**config.mk**
```make
export PLATFORM = sky130hd
export DESIGN_NAME = apb_master
export DESIGN_NICKNAME = d
export VERILOG_FILES = /design/src/rtl/apb_pkg.sv /design/src/rtl/apb_master_timer.sv /design/src/rtl/apb_master.sv
export SDC_FILE = /design/constraint.sdc
export NUM_CORES = 1
export LEC_CHECK = 0
export ABC_AREA = 1
export CAP_MARGIN = 20
export CORE_UTILIZATION = 44
export CTS_CLUSTER_DIAMETER = 150
export CTS_CLUSTER_SIZE = 24
export DETAILED_ROUTE_END_ITERATION = 7
export PLACE_DENSITY = 0.83
export SETUP_SLACK_MARGIN = 0.3
export SYNTH_ARGS = -nofsm -noshare
export SYNTH_HDL_FRONTEND = slang
export SYNTH_SLANG_ARGS = --single-unit
```
**constraint.sdc**
```tcl
create_clock -name pclk -period 2.05 [get_ports pclk]
set_input_delay 0.3075 -clock pclk [delete_from_list [all_inputs] [get_ports pclk]]
set_output_delay 0.3075 -clock pclk [all_outputs]
set_load 0.1 [all_outputs]
```
**src/rtl/apb_pkg.sv**
```systemverilog
// Shared APB definitions: FSM states, PPROT bit positions and the command record.
`ifndef D_WIDTH
`define D_WIDTH 32
`endif

package apb_pkg;

    localparam int unsigned APB_ADDR_WIDTH = `D_WIDTH;
    localparam int unsigned APB_DATA_WIDTH = `D_WIDTH;

    // APB transfer phases
    typedef enum logic [1:0] {
        IDLE   = 2'd0,
        SETUP  = 2'd1,
        ACCESS = 2'd2
    } apb_state_e;

    // PPROT bit positions
    localparam int unsigned PPROT_PRIV   = 0;
    localparam int unsigned PPROT_NONSEC = 1;
    localparam int unsigned PPROT_INSTR  = 2;

    // One requester command as presented on the local command port
    typedef struct packed {
        logic                      write;
        logic [APB_ADDR_WIDTH-1:0] addr;
        logic [APB_DATA_WIDTH-1:0] wdata;
        logic [2:0]                prot;
    } apb_cmd_t;

endpackage

```
**src/rtl/apb_master_timer.sv**
```systemverilog
// ACCESS-phase watchdog: counts wait cycles and flags the edge that reaches the limit.
module apb_master_timer #(
    parameter int unsigned TIMEOUT_CYCLES = 16
) (
    input  logic pclk,
    input  logic preset,
    input  logic clear,
    input  logic inc,
    output logic expired
);

    localparam int CW = (TIMEOUT_CYCLES > 32'd0) ? $clog2(TIMEOUT_CYCLES + 32'd1) : 1;
    // Expiry fires on the increment that would make the count reach the limit,
    // so exactly TIMEOUT_CYCLES ACCESS cycles elapse before the abort.
    localparam logic [CW-1:0] LIMIT_M1 =
        (TIMEOUT_CYCLES == 32'd0) ? {CW{1'b0}} : CW'(TIMEOUT_CYCLES - 32'd1);

    logic [CW-1:0] count_r;
    logic          expired_s;

    assign expired_s = (TIMEOUT_CYCLES != 32'd0) && inc && (count_r == LIMIT_M1);
    assign expired   = expired_s;

    // Wait-cycle counter, cleared when ACCESS is entered
    always_ff @(posedge pclk) begin
        if (preset) begin
            count_r <= {CW{1'b0}};
        end else if (clear) begin
            count_r <= {CW{1'b0}};
        end else if (inc && !expired_s) begin
            count_r <= count_r + CW'(1);
        end else begin
            count_r <= count_r;
        end
    end

endmodule

```
**src/rtl/apb_master.sv**
```systemverilog
// APB requester: one command at a time through IDLE -> SETUP -> ACCESS, with
// a registered one-cycle response strobe and an optional ACCESS timeout.
module apb_master
    import apb_pkg::*;
#(
    parameter int unsigned ADDR_WIDTH     = APB_ADDR_WIDTH,
    parameter int unsigned DATA_WIDTH     = APB_DATA_WIDTH,
    parameter int unsigned TIMEOUT_CYCLES = 16
) (
    input  logic                  pclk,
    input  logic                  preset,
    input  logic                  cmd_valid,
    output logic                  cmd_ready,
    input  logic                  cmd_write,
    input  logic [ADDR_WIDTH-1:0] cmd_addr,
    input  logic [DATA_WIDTH-1:0] cmd_wdata,
    input  logic [2:0]            cmd_prot,
    output logic                  rsp_valid,
    output logic [DATA_WIDTH-1:0] rsp_rdata,
    output logic                  rsp_slverr,
    output logic                  rsp_timeout,
    output logic                  psel,
    output logic                  penable,
    output logic [ADDR_WIDTH-1:0] paddr,
    output logic                  pwrite,
    output logic [DATA_WIDTH-1:0] pwdata,
    output logic [2:0]            pprot,
    input  logic                  pready,
    input  logic [DATA_WIDTH-1:0] prdata,
    input  logic                  pslverr
);

    apb_state_e            state_r, state_next_s;
    logic                  psel_r, psel_next_s;
    logic                  penable_r, penable_next_s;
    logic [ADDR_WIDTH-1:0] paddr_r, paddr_next_s;
    logic                  pwrite_r, pwrite_next_s;
    logic [DATA_WIDTH-1:0] pwdata_r, pwdata_next_s;
    logic [2:0]            pprot_r, pprot_next_s;
    logic                  rsp_valid_r, rsp_valid_next_s;
    logic [DATA_WIDTH-1:0] rsp_rdata_r, rsp_rdata_next_s;
    logic                  rsp_slverr_r, rsp_slverr_next_s;
    logic                  rsp_timeout_r, rsp_timeout_next_s;

    logic cmd_ready_s;
    logic cmd_accept_s;
    logic timer_clear_s;
    logic timer_inc_s;
    logic timer_expired_s;

    // Ready in IDLE, or in ACCESS on the completing edge for back-to-back issue
    assign cmd_ready_s   = (state_r == IDLE) || ((state_r == ACCESS) && pready);
    assign cmd_accept_s  = cmd_valid && cmd_ready_s;
    assign timer_clear_s = (state_r == SETUP);
    assign timer_inc_s   = (state_r == ACCESS) && !pready;

    apb_master_timer #(
        .TIMEOUT_CYCLES (TIMEOUT_CYCLES)
    ) u_timer (
        .pclk    (pclk),
        .preset  (preset),
        .clear   (timer_clear_s),
        .inc     (timer_inc_s),
        .expired (timer_expired_s)
    );

    // Next-state and next-output decode; response fields default to idle zeros
    always_comb begin
        state_next_s       = state_r;
        psel_next_s        = psel_r;
        penable_next_s     = penable_r;
        paddr_next_s       = paddr_r;
        pwrite_next_s      = pwrite_r;
        pwdata_next_s      = pwdata_r;
        pprot_next_s       = pprot_r;
        rsp_valid_next_s   = 1'b0;
        rsp_rdata_next_s   = {DATA_WIDTH{1'b0}};
        rsp_slverr_next_s  = 1'b0;
        rsp_timeout_next_s = 1'b0;

        case (state_r)
            IDLE: begin
                if (cmd_accept_s) begin
                    state_next_s   = SETUP;
                    psel_next_s    = 1'b1;
                    penable_next_s = 1'b0;
                    paddr_next_s   = cmd_addr;
                    pwrite_next_s  = cmd_write;
                    pwdata_next_s  = cmd_write ? cmd_wdata : {DATA_WIDTH{1'b0}};
                    pprot_next_s   = cmd_prot;
                end else begin
                    psel_next_s    = 1'b0;
                    penable_next_s = 1'b0;
                end
            end
            SETUP: begin
                state_next_s   = ACCESS;
                penable_next_s = 1'b1;
            end
            ACCESS: begin
                if (pready) begin
                    rsp_valid_next_s  = 1'b1;
                    rsp_rdata_next_s  = pwrite_r ? {DATA_WIDTH{1'b0}} : prdata;
                    rsp_slverr_next_s = pslverr;
                    if (cmd_accept_s) begin
                        state_next_s   = SETUP;
                        psel_next_s    = 1'b1;
                        penable_next_s = 1'b0;
                        paddr_next_s   = cmd_addr;
                        pwrite_next_s  = cmd_write;
                        pwdata_next_s  = cmd_write ? cmd_wdata : {DATA_WIDTH{1'b0}};
                        pprot_next_s   = cmd_prot;
                    end else begin
                        state_next_s   = IDLE;
                        psel_next_s    = 1'b0;
                        penable_next_s = 1'b0;
                    end
                end else if (timer_expired_s) begin
                    state_next_s       = IDLE;
                    psel_next_s        = 1'b0;
                    penable_next_s     = 1'b0;
                    rsp_valid_next_s   = 1'b1;
                    rsp_slverr_next_s  = 1'b1;
                    rsp_timeout_next_s = 1'b1;
                end else begin
                    state_next_s = ACCESS;
                end
            end
            default: begin
                state_next_s   = IDLE;
                psel_next_s    = 1'b0;
                penable_next_s = 1'b0;
            end
        endcase
    end

    // State and output registers; reset abandons any in-flight transfer
    always_ff @(posedge pclk) begin
        if (preset) begin
            state_r       <= IDLE;
            psel_r        <= 1'b0;
            penable_r     <= 1'b0;
            paddr_r       <= {ADDR_WIDTH{1'b0}};
            pwrite_r      <= 1'b0;
            pwdata_r      <= {DATA_WIDTH{1'b0}};
            pprot_r       <= 3'b000;
            rsp_valid_r   <= 1'b0;
            rsp_rdata_r   <= {DATA_WIDTH{1'b0}};
            rsp_slverr_r  <= 1'b0;
            rsp_timeout_r <= 1'b0;
        end else begin
            state_r       <= state_next_s;
            psel_r        <= psel_next_s;
            penable_r     <= penable_next_s;
            paddr_r       <= paddr_next_s;
            pwrite_r      <= pwrite_next_s;
            pwdata_r      <= pwdata_next_s;
            pprot_r       <= pprot_next_s;
            rsp_valid_r   <= rsp_valid_next_s;
            rsp_rdata_r   <= rsp_rdata_next_s;
            rsp_slverr_r  <= rsp_slverr_next_s;
            rsp_timeout_r <= rsp_timeout_next_s;
        end
    end

    assign cmd_ready   = cmd_ready_s;
    assign psel        = psel_r;
    assign penable     = penable_r;
    assign paddr       = paddr_r;
    assign pwrite      = pwrite_r;
    assign pwdata      = pwdata_r;
    assign pprot       = pprot_r;
    assign rsp_valid   = rsp_valid_r;
    assign rsp_rdata   = rsp_rdata_r;
    assign rsp_slverr  = rsp_slverr_r;
    assign rsp_timeout = rsp_timeout_r;

endmodule

```
# Word level (Yosys, flattened, before mapping)
# Cells that the tools add are included.
[classes] n_addsub=1 eq_ne=6 mux=27 bitwise=3 n_reduce_logical=16
[op_table] operator="two-way mux 32 bit" count=5
[op_table] operator="case mux 32 bit (2 select lines)" count=2
[op_table] operator="two-way mux 1 bit" count=10
[op_table] operator="two-way mux 2 bit" count=3
[op_table] operator="two-way mux 3 bit" count=2
[op_table] operator="case mux 2 bit (3 select lines)" count=1
[op_table] operator="case mux 3 bit (2 select lines)" count=1
[op_table] operator="adder 5 x 1 -> 5 bit (second input constant)" count=1
[op_table] operator="== test 5 x 4 -> 1 bit (second input constant)" count=1
[op_table] operator="logical AND 1 bit" count=5
[op_table] operator="!= test 2 bit (second input constant)" count=2
[op_table] operator="case mux 1 bit (2 select lines)" count=2
[op_table] operator="AND reduction 2 bit" count=2
[op_table] operator="OR reduction 2 bit" count=2
[op_table] operator="OR reduction 4 bit" count=1
[op_table] operator="!= test 3 x 2 -> 1 bit (second input constant)" count=1
[op_table] operator="NOT 1 bit" count=3
[op_table] operator="case mux 1 bit (3 select lines)" count=1
[op_table] operator="OR reduction 3 bit" count=1
[op_table] operator="== test 2 x 1 -> 1 bit (second input constant)" count=1
[op_table] operator="== test 2 bit (second input constant)" count=1
[op_table] operator="zero test 1 bit" count=2
[op_table] operator="zero test 2 bit" count=1
[op_table] operator="nonzero test 2 bit" count=1
[op_table] operator="logical OR 1 bit" count=1
[totals] register_bits=112 input_bits=105 output_inout_bits=106 wordCells=65

# Logic depth before layout (Yosys ltp)
# Gate-level depths: netlist of run 1.
[logic_depth] depth_word=7 depth_mapped=9 depth_no_buf=9

# Modules after synthesis
# Synthesis of run 1 repeated with hierarchy kept, for this count alone.
[hier_totals] cells_unflattened=609 area_unflattened_um2=4355.4
[modules_own_cells] module="apb_master" n_inst=1 cells_each=571 area_per_inst_um2=4071.4 seq_area_each_um2=2142.1
[modules_own_cells] module="apb_master_timer" n_inst=1 cells_each=38 area_per_inst_um2=284.0 seq_area_each_um2=100.1

# Least setup slack after synthesis of run 1
# Ideal clock, no wire load.
[synth_timing] path_kind="reg-to-output" startpoint="register state_r[0]" endpoint="output port cmd_ready" arrival_ns=1.826 required_time_ns=1.742 path_slack_ns=-0.083 stages_incl_launch_ff=5 path_buffers=0 path_cell_list="dfxtp_1 inv_2 nand3_1 inv_1 nor2_1"
[synth_via] elab_chain_cells=3 word_cells_on_any_way=4 classes_between="eq/ne (1); reduce/logical (3)"
[synth_rtl] element="start, declared" line_no="apb_master.sv:33" text="apb_state_e state_r, state_next_s;"
[synth_rtl] element="start signal, assigned" line_no="apb_master.sv:152" text="state_r <= state_next_s;"
[synth_rtl] element="== test 2 bit" line_no="apb_master.sv:52" text="assign cmd_ready_s = (state_r == IDLE) || ((state_r == ACCESS) && pready);"
[synth_rtl] element="logical AND 1 bit" line_no="apb_master.sv:52"
[synth_rtl] element="logical OR 1 bit (*)" line_no="apb_master.sv:52"
[synth_rtl] element="end, declared" line_no="apb_master.sv:13" text="output logic cmd_ready,"
# Every way passes the cells marked *; elsewhere a longest branch is shown, timed or not.

# Worst setup path in the final report of run 1
# Same ends and word-level chain as after synthesis.

==> results.cfg, run 1 <==
[die]
die_height_um = 101.3
io_pins = 211
dieArea_um2 = 10250
fp.coreArea_um2 = 9371
start_util_pct = 46.25
rows = 35
die_w_um = 101.3

[logic_synthesis]
ys_ff_latch = 112
synth_top_area_share_pct = 51.73
synth-warning-count = 0
syn_area_um2 = 4334
synth.area.top_cells = dfxtp_1 52%, nand2_1 13%, nor2_1 9.8%
muxShareOfSynthArea_pct = 0
synth-compound-area-share_pct = 4.734
synth_top_area_cell = dfxtp_1
synth_edf_count = 0
synth-simple-area-share_pct = 29.10
synth_ff_type = dfxtp_1
synthArstFlopShare_pct = 0
synthAdderAreaFrac_pct = 0.5774
syn_nets = 717
syn_area_per_cell_um2 = 7.105
synth-seq-area-share_pct = 51.73
synth-xor-area-share_pct = 0.2021
synth_top_family_by_area = simple AND/OR/NAND/NOR gates
synthCells = 610
synth_cell_types = 17

[clocking]
cts-resized-gates = 0
cts_made_buffers = 9
clkTransAtPathRegs_ns = 0.11
htree_num_levels = 3
cts_hold_buf = 0
cts_tree = yes
cts_setup_buffers = 0
clockBufferDepth = 2
root_buffer = clkbuf_8
clk-insertion-delay-late_ns = 0.36
cts.sinks = 112

[pwr]
pwr-share-clk_pct = 24.3
leakage_nw = 3.318
intPower_mw = 3.145
pwr-share-seq_pct = 47.0
p_sw_share_pct = 36.52
power_mw = 4.954
max-vdd-ir-drop_mv = 0.4320
p_per_area_nw_per_um2 = 764.9
pwr-share-comb_pct = 28.7
p_sw_mw = 1.809

[timing]
post-route-period-util_pct = 80.37
hold_viol = 0
fin_tns_setup_ns = 0
timing.fmax_ghz = 0.6070
worst_pin_slew_ns = 0.4153
slew_viol_final = 0
period_needed_ns = 1.648
maxSlewHeadroom_pct = 72.21
whs_ns = 0.2628
rsz0062_at_grt = no
finClkSkew_ns = 0.01492
final-setup-viol-count = 0

[drt]
avgViaCountPerCell = 4.550
routed_wl_mm = 11.61
ant_nets = 0
firstDrtPassIters = 4
drcViolationCount = 0
vias = 4277
routedWlPerCell_um = 12.36
drt_iter0_markers = 159

[placement]
port_buffers = 210
gp_congestion = 0.8036
post-dp-hpwl_mm = 8.637
dpl-instance-area_um2 = 6291

[worst_hold_path]
hp-start = pready
hold_class = in -> reg
min_to = rsp_slverr
whs_path_depth = 3

[critical_path]
r2r_setup_slack_ns = 0.48
critPathMaxStageDelay_ns = 0.38
cp_num_buf_inv = 3
worstReg2RegEnd = penable
ff2ff_path_depth = 7
crit_family = flip-flops
crit-reg2reg-launch = u_timer.count_r[0]
start_kind = register
critPathRequiredTime_ns = 1.74
path_cells = inv_2 -> nand3_1 -> inv_1 -> nor2_2 -> buf_12
crit_slowest_cell = dfxtp_2
critical_path_class = reg -> out
crit_fanout = 4
crit_path_end_kind = primary output
crit_arrival_ns = 1.34

[cells_and_area]
num-nets-final = 914
diodes = 0
fin_util_pct = 69.11
design_area_um2 = 6476
num-fill-cells = 802
syn_to_final_growth_pct = 49.42
drive_above_1_share_pct = 17.26

[outcome]
status = finished clean

[global_routing]
grt_usage_pct = 22.02
antenna_found_initial = 0
grt_pass1_vias = 3850
grt_overflow_total = 0
grt_pass1_wl_mm = 17.86
grt_max_degree = 38

[job]
drv_cap = 0
## synthesized netlist by cell type, types with 2 or more instances
master / n
nand2_1: 154
nor2_1: 113
dfxtp_1: 112
inv_1: 108
a21oi_1: 40
nand4_1: 34
buf_2: 14
clkbuf_1: 12
buf_4: 7
nand3_1: 5
buf_1: 3
ha_1: 2
inv_2: 2
## how the worst max path moves through the flow
stage          startpoint    endpoint  depth (start not counted)  slack, ns
2_1_floorplan  state_r[0]   cmd_ready                          4       0.37
3_3_place_gp    cmd_valid  pwdata[15]                          5       0.27
3_5_place_dp    cmd_valid   paddr[21]                          6       0.21
4_1_cts            pready   cmd_ready                          6       0.31
5_1_grt        state_r[0]   cmd_ready                          5       0.32
6_report       state_r[0]   cmd_ready                          5       0.40
## cells by family after synthesis
group                      count (synthesis)
and+or+nand+nor                          308
buffers and inverters                    146
DFF                                      112
AOI/OAI and AO/OA                         41
adders and majority gates                  2
xor gates and xnor gates                   1
## cell type report
| class | count | area [µm²] | area share, % |
|---|---|---|---|
| timing repair buffer | 222 | 1967 | 30.37 |
| sequential | 112 | 2243 | 34.64 |
| tap | 129 | 161.4 | 2.492 |
| multi-input combinational | 352 | 1515 | 23.40 |
| clock buffer | 9 | 123.9 | 1.913 |
| clock inverter | 6 | 52.55 | 0.8114 |
| inverter | 110 | 412.9 | 6.376 |
## stage by stage
step,setup slack [ns],cells
2_1_floorplan,0.3675,610
3_3_place_gp,0.2697,925
3_5_place_dp,0.2145,925
4_1_cts,0.3094,940
5_1_grt,0.3250,940
6_report,0.4025,940
## cells in the final DEF (no fill, tap or decap)
master           instances
clkdlybuf4s50_1        103
nand4_1                 34
nor2_1                 112
dlymetal6s2s_1           1
nor2_2                   1
inv_8                    1
a21oi_1                 40
o21ai_1                  1
buf_4                  115
nand3_2                  1
buf_12                   3
inv_2                    2
dfxtp_2                  1
nand3_1                  4
ha_1                     2
nand3_4                  1
clkinvlp_4               2
clkinv_4                 1
inv_6                    2
nand2_4                  1
xor2_1                   1
dfxtp_1                111
clkbuf_8                 9
inv_1                  108
nand2_1                154
## state kept, by name, indices dropped and copies added (netlist names)
register	flops
state_r	2
rsp_slverr	1
rsp_valid	1
pwrite	1
paddr	32
pprot	3
rsp_timeout	1
pwdata	32
u_timer.count_r	5
rsp_rdata	32
penable	1
psel	1
## power groups by stage
stage | clock (mW) | combinational (mW) | sequential [mW]
global route | 1.31 | 1.51 | 2.34
CTS | 1.23 | 1.43 | 2.33
detailed placement | 0 | 1.42 | 2.38
floorplan | 0 | 0.316 | 3.05
global placement | 0 | 1.40 | 2.37
finish | 1.20 | 1.42 | 2.33
## routing by layer
metal,global-route usage [%],part of all wire [%],vias to the layer above
met2,38.41,49,147
li1,-,-,2210
met3,4.141,6.8,15
met5,0,0,-
met1,26.64,42,1905
met4,9.142,1.9,0
## worst reg2reg max path: stages, from the launching register on
cell and delay, ns:
dfxtp_1 0.36, ha_1 0.24, nand2_1 0.07, nor2_1 0.04, ha_1 0.20, nor2_1 0.36, nand2_1 0.10, a21oi_1 0.14
(Power assumes the default switching activity.)
==> run 2: changes to the inputs <==
--- a/config.mk
+++ b/config.mk
@@ -7,11 +7,11 @@
 export LEC_CHECK = 0
 export ABC_AREA = 1
 export CAP_MARGIN = 20
-export CORE_UTILIZATION = 44
+export CORE_UTILIZATION = 41
 export CTS_CLUSTER_DIAMETER = 150
 export CTS_CLUSTER_SIZE = 24
 export DETAILED_ROUTE_END_ITERATION = 7
-export PLACE_DENSITY = 0.83
+export PLACE_DENSITY = 0.78
 export SETUP_SLACK_MARGIN = 0.3
 export SYNTH_ARGS = -nofsm -noshare
 export SYNTH_HDL_FRONTEND = slang
==> constraint.sdc (replaced) <==
create_clock -name pclk -period 1.6 [get_ports pclk]
set_input_delay 0.24 -clock pclk [delete_from_list [all_inputs] [get_ports pclk]]
set_output_delay 0.24 -clock pclk [all_outputs]
set_load 0.1 [all_outputs]
==> run 2 against run 1 <==
Routed wire length grew 13%. Sequential share of layout area shrank 6.6 points. Clock skew shrank 0.0056 ns. Power grew 37%. Flip-flop and latch count is the same. Largest power group unchanged. Via count grew 4.5%. Die area grew 7.2%. Critical path depth grew 4.
==> results.cfg, run 2 (same netlist as run 1, synthesis figures left out) <==
[global_routing]
grt_max_degree = 49
grt.busiest_layer = met2
grt_usage_pct = 23.59
grt_pass1_wl_mm = 20.69
grt_overflow_total = 0
grtUsageMet3_pct = 5.365
met2_usage_pct = 45.55
antenna_found_initial = 0
met1_usage_pct = 23.85
grt_pass1_vias = 4437

[cells_and_area]
layout_common_cells = 152 x nand2_1, 111 x buf_12, 109 x nor2_1
num-nets-final = 927
fin_util_pct = 78.24
syn_to_final_growth_pct = 85.54
diodes = 0
final_common_cell = nand2_1
num-fill-cells = 657
drive_above_1_share_pct = 20.36

[pwr]
p_sw_share_pct = 35.72
p_per_area_nw_per_um2 = 843.2
pwr-share-clk_pct = 23.0
p_sw_mw = 2.422
max-vdd-ir-drop_mv = 0.4789
pwr-share-comb_pct = 32.0
pwr-share-seq_pct = 45.0
leakage_nw = 3.735
intPower_mw = 4.359

[placement]
post-dp-hpwl_mm = 9.733
port_buffers = 210
gp_congestion = 0.7820

[critical_path]
path_cells = inv_4 -> nand3_4 -> buf_4 -> buf_4 -> buf_4 -> nor2_4 -> buf_6 -> nand2_1 -> a21oi_1
critPathRequiredTime_ns = 1.89
crit_fanout = 7
ff2ff_path_depth = 9
critical_path_class = reg -> reg
critPathMaxStageDelay_ns = 0.37
crit_arrival_ns = 1.72
start_kind = register
crit_top_cell = buf_4
crit_slowest_cell = dfxtp_4
crit_path_end_kind = register

[drt]
ant_nets = 0
drcViolationCount = 0
vias = 4470
firstDrtPassIters = 4
routed_wl_mm = 13.17
avgViaCountPerCell = 4.651
drt_iter0_markers = 196
routedWlPerCell_um = 13.70

[timing]
timing.fmax_ghz = 0.7003
slew_viol_final = 0
finClkSkew_ns = 0.009294
rsz0062_at_grt = yes
maxSlewHeadroom_pct = 76.40
period_needed_ns = 1.428
hold_viol = 0
final-setup-viol-count = 0
worst_pin_slew_ns = 0.3526
fin_tns_setup_ns = 0
post-route-period-util_pct = 89.25
whs_ns = 0.3312

[die]
fp.coreArea_um2 = 10280
start_util_pct = 42.17
die_w_um = 104.8
rows = 37
dieArea_um2 = 10990
die_height_um = 104.8
io_pins = 211

[clocking]
cts.sinks = 112
htree_num_levels = 3
root_buffer = clkbuf_8
clkTransAtPathRegs_ns = 0.10
clockBufferDepth = 2
cts_tree = yes
cts_made_buffers = 9
clk-insertion-delay-late_ns = 0.37

[worst_hold_path]
whs_path_depth = 3
hold_class = in -> reg

[outcome]
status = finished clean

[job]
drv_cap = 0
## run 2: worst paths after layout
path                        end  slack, ns               start
min reg2reg  u_timer.count_r[3]       0.51  u_timer.count_r[3]
min                  rsp_slverr       0.33              pready
max                     penable       0.17          state_r[0]
max reg2reg             penable       0.17          state_r[0]
## run 2: metal layers
metal  routed length, µm  vias up
met1                4720     2048
met3                 772       25
met4                 384        0
met2                7290      154
li1                    -     2243
met5                   0        -
## run 2: cell type report
cell class	instances	area [µm²]	area share [%]
Tap cell	136	170.2	2.116
Clock buffer	10	127.6	1.587
Multi-Input combinational cell	352	1598	19.87
Inverter	110	420.4	5.228
Sequential cell	112	2253	28.02
Clock inverter	6	52.55	0.6535
Timing Repair Buffer	235	3420	42.52
## run 2: what timing repair did
| item | CTS | global route |
|---|---|---|
| hold buffers | 0 | 0 |
| pin swaps | 8 | 3 |
| setup endpoints to repair | 11 | 43 |
| setup buffers | 8 | 1 |
| gates resized for setup | 19 | 12 |
## run 2: critical path: cells and delay by family (launching register included)
kind,cells,cell delay [ns]
simple gates,3,0.23
buf+inv,5,0.59
compound gates,1,0.16
flops,1,0.37
## run 2: power by group through the flow
stage	clock network, mW	registers (mW)	logic, mW
final	1.56	3.05	2.17
after floorplan	0	3.90	0.407
after detailed placement	0	3.11	2.14
after global placement	0	3.11	2.11
after global routing	1.73	3.07	2.27
after CTS	1.61	3.05	2.17
## run 2: through the flow
stage               cell area, µm²  power [mW]  setup slack [ns]  cells
finish                        8041       6.781            0.1720    961
global route                  8041       7.069            0.1227    961
CTS                           7979       6.826            0.1662    960
detailed placement            7692       5.259           0.06041    936
floorplan                     4348       4.312            0.2209    610
global placement              7692       5.211           0.06849    936
==> run 3: changes to the inputs <==
==> constraint.sdc (replaced) <==
create_clock -name pclk -period 1.6 [get_ports pclk]
set_input_delay 0.16 -clock pclk [delete_from_list [all_inputs] [get_ports pclk]]
set_output_delay 0.16 -clock pclk [all_outputs]
set_load 0.1 [all_outputs]
==> run 3 against run 2 <==
Global-route usage shrank 0.20 points. Worst setup slack gained 0.051 ns. Non-clock buffer count shrank 2. Combinational power is essentially flat. Maximum frequency grew 3.7%. Die area is the same. Core utilization grew 0.38 points. Register-to-register slack gained 0.05 ns. Critical path depth is the same. Clock power is essentially flat. Worst hold slack lost 0.052 ns. Critical path type unchanged. Largest cell class unchanged.
==> results.cfg, run 3 (same netlist as run 1, synthesis figures left out) <==
[outcome]
status = finished clean

[clocking]
clockBufferDepth = 2
cts_tree = yes
clkTransAtPathRegs_ns = 0.10
cts.sinks = 112
root_buffer = clkbuf_8
htree_num_levels = 3
clk-insertion-delay-late_ns = 0.36
cts_made_buffers = 9

[die]
die_height_um = 104.8
start_util_pct = 42.17
die_w_um = 104.8
dieArea_um2 = 10990
rows = 37
io_pins = 211
fp.coreArea_um2 = 10280

[timing]
finClkSkew_ns = 0.01318
worst_pin_slew_ns = 0.3566
rsz0062_at_grt = yes
period_needed_ns = 1.377
timing.fmax_ghz = 0.7261
final-setup-viol-count = 0
slew_viol_final = 0
whs_ns = 0.2790
hold_viol = 0
post-route-period-util_pct = 86.07
maxSlewHeadroom_pct = 76.22
fin_tns_setup_ns = 0

[critical_path]
crit_fanout = 7
crit_path_end_kind = register
critical_path_class = reg -> reg
start_kind = register
critPathRequiredTime_ns = 1.85
crit_arrival_ns = 1.63

[pwr]
max-vdd-ir-drop_mv = 0.5182
p_sw_mw = 2.418
pwr-share-seq_pct = 45.1
p_sw_share_pct = 35.72
p_per_area_nw_per_um2 = 837.9
leakage_nw = 3.730
pwr-share-comb_pct = 32.1
pwr-share-clk_pct = 22.8
intPower_mw = 4.352

[drt]
drcViolationCount = 0
firstDrtPassIters = 4
avgViaCountPerCell = 4.656
ant_nets = 0
routedWlPerCell_um = 13.81
drt_iter0_markers = 234
vias = 4465
routed_wl_mm = 13.25

[cells_and_area]
design_area_um2 = 8080
multi_input_area_um2 = 1638
num-fill-cells = 658
layout_common_cells = 149 x nand2_1, 112 x buf_12, 107 x dfxtp_1
regArea_um2 = 2251
syn_to_final_growth_pct = 86.43
num-nets-final = 925
drive_above_1_share_pct = 21.39
final_common_cell = nand2_1
diodes = 0

[worst_hold_path]
hold_class = in -> reg

[job]
drv_cap = 0

[placement]
dpl-instance-area_um2 = 7650
post-dp-hpwl_mm = 9.491
gp_congestion = 0.7408
port_buffers = 210

[global_routing]
grt_max_degree = 52
grt_pass1_vias = 4359
antenna_found_initial = 0
grt_usage_pct = 23.39
grt_overflow_total = 0
grt_pass1_wl_mm = 20.62
run 3: changes by cell type in the layout (fill, tap and decap cells not counted), moves of 2 or more:
cell,delta
nand2_1,-3
buf_4,-5
nand2_2,+3
clkinvlp_4,+2
a21oi_1,-4
nor2_4,+2
a21oi_2,+4
buf_6,+2
nor2_1,-3
run 3: layout make-up:
| class | count | share of cell area (%) |
|---|---|---|
| Clock buffer | 10 | 1.579 |
| Clock inverter | 6 | 0.6349 |
| Inverter | 110 | 5.172 |
| Multi-Input combinational cell | 352 | 20.27 |
| Sequential cell | 112 | 27.86 |
| Tap cell | 136 | 2.106 |
| Timing Repair Buffer | 233 | 42.38 |
run 3: repair_timing:
| item | CTS | global route |
|---|---|---|
| buffers inserted | 7 | 5 |
| setup endpoints to repair | 9 | 38 |
| pin swaps | 4 | 7 |
| hold buffers | 0 | 0 |
| resized for setup | 19 | 24 |
run 3: layer usage:
layer	share of wire [%]	global-route usage (%)	up-vias	wire length (µm)
met5	0	0	-	0
met4	3.0	10.56	0	399
li1	-	-	2235	-
met1	39	24.88	2033	5128
met2	52	43.76	170	6913
met3	6.1	5.178	27	806
run 3: worst paths after layout:
| check | startpoint | end | slack [ns] | cells past startpoint |
|---|---|---|---|---|
| setup reg to reg | u_timer.count_r[1] | u_timer.count_r[4] | 0.22 | 9 |
| hold / removal | pready | rsp_slverr | 0.28 | 3 |
| setup / recovery | u_timer.count_r[1] | u_timer.count_r[4] | 0.22 | 9 |
| hold reg to reg | psel | psel | 0.50 | 2 |
run 3: worst max-delay path, stage by stage, from the launching register on:
cell and delay, ns:
dfxtp_2 0.37, ha_4 0.16, nand2_4 0.05, nor2_4 0.11
ha_4 0.17, nor2_4 0.05, buf_6 0.13, buf_12 0.12
nor2_4 0.07, nor2_2 0.04
run 3: stage by stage:
stage	total power [mW]	instances	setup WS, ns	util, %
CTS	6.792	954	0.2468	77.23
detailed placement	5.251	931	0.08762	74.43
global placement	5.202	931	0.1336	74.43
floorplan	4.310	610	0.06505	-
finish	6.771	959	0.2229	78.62
global route	7.038	959	0.1511	78.62
run 3: power by group through the flow:
stage / sequential [mW] / clock, mW / combinational [mW]
floorplan: 3.90 / 0 / 0.406
global placement: 3.11 / 0 / 2.10
detailed placement: 3.11 / 0 / 2.14
CTS: 3.05 / 1.58 / 2.16
global route: 3.07 / 1.70 / 2.28
finish: 3.05 / 1.54 / 2.18
==> RTL edit 1 (flow settings as in run 2) <==
Re-encode `apb_state_e` (3 states) as one-hot, 3 bits wide.
--- a/src/rtl/apb_pkg.sv
+++ b/src/rtl/apb_pkg.sv
@@ -9,10 +9,10 @@
     localparam int unsigned APB_DATA_WIDTH = `D_WIDTH;
 
     // APB transfer phases
-    typedef enum logic [1:0] {
-        IDLE   = 2'd0,
-        SETUP  = 2'd1,
-        ACCESS = 2'd2
+    typedef enum logic [2:0] {
+        IDLE   = 3'b001,
+        SETUP  = 3'b010,
+        ACCESS = 3'b100
     } apb_state_e;
 
     // PPROT bit positions
Function: same outputs for any inputs over 4 cycles, from zero or initial values and one cycle with preset high; so few cycles prove little.
==> RTL edit 1 against run 2 <==
The flow now finishes with violations (design-rule violations, negative setup slack). Sequential share of layout area decreased by 2.5 points. Power increased by 34%. Final cell count increased by 6.0%. First-iteration DRC count increased by 130%. Sequential cell count increased by 1. Critical path depth decreased by 4. Synthesized area increased by 1.4%. Routed wire length increased by 66%. Design area increased by 20%. Worst hold slack got worse by 0.050 ns. Setup slack got worse by 0.31 ns. Die area increased by 1.4%. Sequential power increased by 2%. Largest cell class unchanged. Largest power group is now clock.
==> RTL edit 1: results (changes against run 2) <==
- The first-pass iteration count of the detailed router is 8 (+4).
- The maximum fanout along the worst path is 3 (-4).
- The area of placed instances is 7800 um2 (+1.4%).
- The final-stage net count is 978 (+5.5%).
- The weighted congestion at the end of routability-driven global placement came to 0.757 (-3.2%).
- The number of CTS-inserted buffers came to 17 (+8).
- The post-synth net total is 720 (+0.42%).
- The power consumed by sequential cells was 3.10 mW (+2%).
- By area the synthesized netlist is led by dfxtp_1 51%, nand2_1 10%, inv_1 9.5%, nor2_1 9.5%, nand3_1 8.2%.
- The number of fillers in the final layout came to 321 (-51%).
- The worst voltage drop across the vdd grid is 0.788 mV (+64%).
- The amount of wire on met2 after detailed routing is 11.1 mm (+52%).
- The parity-gate share of the synthesized area counting xor and xnor cells is 0% (-0.20 points).
- The checks that failed: design-rule violations, negative setup slack.
- In this run the critical register-to-register path is captured at pwdata[27].
- The total number of H-tree levels is 4 (+1).
- The count of routing violations after the opening detailed-route iteration is 442 (+130%).
- The detailed-route DRC error count is 1 (+1).
- Ranked by instance count, the synthesized netlist is headed by 118 x nand2_1, 113 x dfxtp_1, 111 x inv_1, 111 x nor2_1, 72 x nand3_1.
- The number of setup violations in the final report was 64 (+64).
- The pin count of the biggest net entering global routing came to 34 (-31%).
- The worst setup skew after layout is 0.0116 ns (+0.00235 ns).
- The count of clock buffers in the final design came to 19 (+9).
- The final worst setup slack is -0.142 ns (-0.314 ns).
- The synthesized-area fraction occupied by ao, oa, aoi and oai cells is 4.95% (+0.22 points).
- The wire length on met1 is 7.15 mm (+51%).
- The all-layer global routing usage is 27.0% (+3.4 points).
- The number of cells traversed by the worst register-to-register path is 8 (-1).
- The sequential cell area share was 25.5% (-2.5 points).
- The number of multi-input combinational cells came to 354 (+0.57%).
- The switching part of the total is 34.7% (-1.0 points).
- The buffer share of cell area is 41.4% (-1.1 points).
- The quantity of gates resized following cts is 108 (+89).
- The first-pass GRT wire length came to 23.2 mm (+12%).
- The routed wire length was 21.9 mm (+66%).
- The sequential cell count of the final layout is 113 (+0.89%).
- The placed wire-length estimate after detailed placement is 9.81 mm (+0.80%).
- The layout cell share with drive strength beyond 1 came to 45.4% (+25 points).
- The clock network fraction of design power came to 37.1% (+14 points).
- The run finished, with violations left.
- The reg-to-reg critical path startpoint is state_r[1].
- The clock transition at the register clock pins on the worst setup and hold paths after CTS was 0.06 ns (-0.04 ns).
- The reported net switching power is 3.15 mW (+30%).
- The clock tree cell share of total cell area was 5.41% (+3.2 points).
- The slew at the pin with the worst max-slew slack is 0.327 ns (-0.0259 ns).
- The met3 wire length came to 2.02 mm (+160%).
- The later-pin clock latency in the skew report is 0.52 ns (+0.15 ns).
- The largest delay contributor family on the critical path is flip-flops.
- The via count of the first global-routing pass is 4,743 (+6.9%).
- The post-placement worst setup slack was -0.130 ns (-0.190 ns).
## RTL edit 1: changes by cell type in the layout (fill, tap and decap cells not counted), moves of 24 or more
| cell | delta |
|---|---|
| dfxtp_1 | -104 |
| dfxtp_2 | +86 |
| nand3_1 | +41 |
| nand2_1 | -40 |
| nand4_1 | -33 |
| nor2_1 | -30 |
| nor2_4 | +29 |
| clkbuf_16 | +26 |
| nand3_2 | +24 |
## RTL edit 1: metal layers
metal / up-vias / GRT usage [%]
li1: 2367 / -
met1: 2559 / 25.6
met2: 415 / 52.2
met3: 137 / 9.21
met4: 0 / 11.8
met5: - / 0
## RTL edit 1: how the worst max path moves through the flow
| stage | startpoint | end | slack, ns |
|---|---|---|---|
| after floorplan | u_timer.count_r[1] | u_timer.count_r[2] | 0.23 |
| after detailed placement | pready | pwdata[6] | -0.13 |
| after global placement | pready | pwdata[20] | -0.002 |
| after CTS | state_r[1] | cmd_ready | -0.08 |
| after global routing | state_r[0] | pwdata[27] | -0.24 |
| final | state_r[1] | cmd_ready | -0.14 |
==> RTL edit 2 (settings of run 2) <==
Without the edit above. `TIMEOUT_CYCLES` is set to 16 in 2 places; all go to 8.
--- a/src/rtl/apb_master_timer.sv
+++ b/src/rtl/apb_master_timer.sv
@@ -1,6 +1,6 @@
 // ACCESS-phase watchdog: counts wait cycles and flags the edge that reaches the limit.
 module apb_master_timer #(
-    parameter int unsigned TIMEOUT_CYCLES = 16
+    parameter int unsigned TIMEOUT_CYCLES = 8
 ) (
     input  logic pclk,
     input  logic preset,
--- a/src/rtl/apb_master.sv
+++ b/src/rtl/apb_master.sv
@@ -5,7 +5,7 @@
 #(
     parameter int unsigned ADDR_WIDTH     = APB_ADDR_WIDTH,
     parameter int unsigned DATA_WIDTH     = APB_DATA_WIDTH,
-    parameter int unsigned TIMEOUT_CYCLES = 16
+    parameter int unsigned TIMEOUT_CYCLES = 8
 ) (
     input  logic                  pclk,
     input  logic                  preset,
Check against the original RTL: same outputs for any inputs over 4 cycles, from zero or initial values and one cycle with preset high; that may be too few to reach the edited logic, so the function may still have changed.
==> RTL edit 2 against run 2 <==
Sequential cell count is 1 lower. Design area shrank 1.3%. Power increased by 4.3%. Critical path depth fell by 5. Synthesized area shrank 0.89%. Routed wire length fell by 0.86%. Largest cell class unchanged. Critical endpoint is now cmd_ready. Setup slack better by 0.066 ns. Fmax increased by 4.9%.
==> RTL edit 2: results (changes against run 2) <==
- The vias after detailed routing is 4,402 (-1.5%).
- The startpoint identified for the worst register-to-register timing path is u_timer.count_r[0].
- The maximum fanout along the worst path was 2 (-5).
- The layout cell share with drive strength beyond 1 is 19.1% (-1.2 points).
- The all-layer global routing usage is 23.6% (+0.047 points).
- The pin count of the biggest net entering global routing was 53 (+8.2%).
- The sequential element share of the synthesized area was 51.7% (about the same).
- The final cell count without fillers was 943 (-1.9%).
- Grouping stages by cell kind, the critical path spends the most delay in flip-flops.
- The minimum hold slack is 0.383 ns (+0.0517 ns).
- The number of distinct library cells after synthesis came to 18 (+1).
- The mean instance size in the synthesized netlist came to 7.14 um2 (+0.42%).
- The flow ran to the end, and the final reports show no timing, DRC or antenna violations.
- The amount of wire on met2 after detailed routing was 6.63 mm (-9.1%).
- The worst voltage drop across the vdd grid is 0.465 mV (-2.8%).
- The switching part of the total came to 33.1% (-2.7 points).
- The number of cells traversed by the worst register-to-register path is 6 (-3).
- The weighted congestion at the end of routability-driven global placement was 0.763 (-2.5%).
- The placed wire-length estimate after detailed placement is 9.32 mm (-4.3%).
- The cell with the largest stage delay on the worst path is dfxtp_4.
- The routed wire length came to 13.1 mm (-0.86%).
- The setup slack of the worst register-to-register path is 0.35 ns (+0.18 ns).
- The first-pass GRT wire length is 20.5 mm (-0.70%).
- In this run the critical register-to-register path is captured at u_timer.count_r[3].
- The launch instance of the worst min-delay path is prdata[6].
- The wire length on met1 is 4.97 mm (+5.2%).
- By count the netlist is led by 150 x nand2_1, 114 x nor2_1, 111 x dfxtp_1.
- The post-synth net total was 708 (-1.3%).
- The met3 wire length came to 1.06 mm (+37%).
- The headroom to the max-slew limit came to 76.6% (+0.18 points).
- The final-stage net count came to 912 (-1.6%).
- The count of routing violations after the opening detailed-route iteration is 238 (+21%).
- The post-placement worst setup slack is -0.0358 ns (-0.0962 ns).
- The area of placed instances was 7610 um2 (-1.1%).
- The leakage component of the power is 3.71 nW (-0.63%).
## RTL edit 2: cell type report
cell class	count	area (um2)
Clock buffer	12	165
Inverter	107	402
Fill cell	622	2010
Tap cell	133	166
Clock inverter	3	65.1
Sequential cell	111	2240
Timing Repair Buffer	229	3390
Multi-Input combinational cell	348	1510
## RTL edit 2: power groups by stage
stage               clock (mW)  combinational [mW]  sequential [mW]
floorplan                    0               0.409             3.88
global placement             0                2.10             3.08
detailed placement           0                2.13             3.09
CTS                       1.94                2.15             3.02
global route              2.06                2.26             3.03
finish                    1.89                2.16             3.02
## RTL edit 2: timing repair
| item | 4_1_cts | 5_1_grt |
|---|---|---|
| pin swaps | 3 | 4 |
| buffers inserted | 3 | 2 |
| setup endpoints to repair | 1 | 40 |
| cloned | 0 | 1 |
| gates resized for setup | 9 | 9 |
## RTL edit 2: cell families (layout without fill, tap and decap cells)
kind of cell	Yosys count	after routing	synth area share, %
AO/OA/AOI/OAI	41	41	4.89
AND/OR/NAND/NOR	306	306	29.2
flip-flops	111	111	51.7
buffers and inverters	143	351	13.9
adder cells (fa/ha/maj)	1	1	0.291
## RTL edit 2: metal layers
layer  vias to the layer above  track usage [%]
li1                       2203                -
met1                      1967             25.9
met2                       200             43.0
met3                        32             6.20
met4                         0             9.49
met5                         -                0
## RTL edit 2: how the worst max path moves through the flow
stage | start | slack, ns | to | depth (start not counted)
floorplan | state_r[1] | 0.32 | cmd_ready | 3
global placement | pready | 0.006 | u_timer.count_r[1] | 7
detailed placement | pready | -0.04 | pwdata[16] | 6
CTS | state_r[1] | 0.20 | cmd_ready | 4
global route | state_r[0] | 0.18 | cmd_ready | 3
finish | state_r[1] | 0.24 | cmd_ready | 4
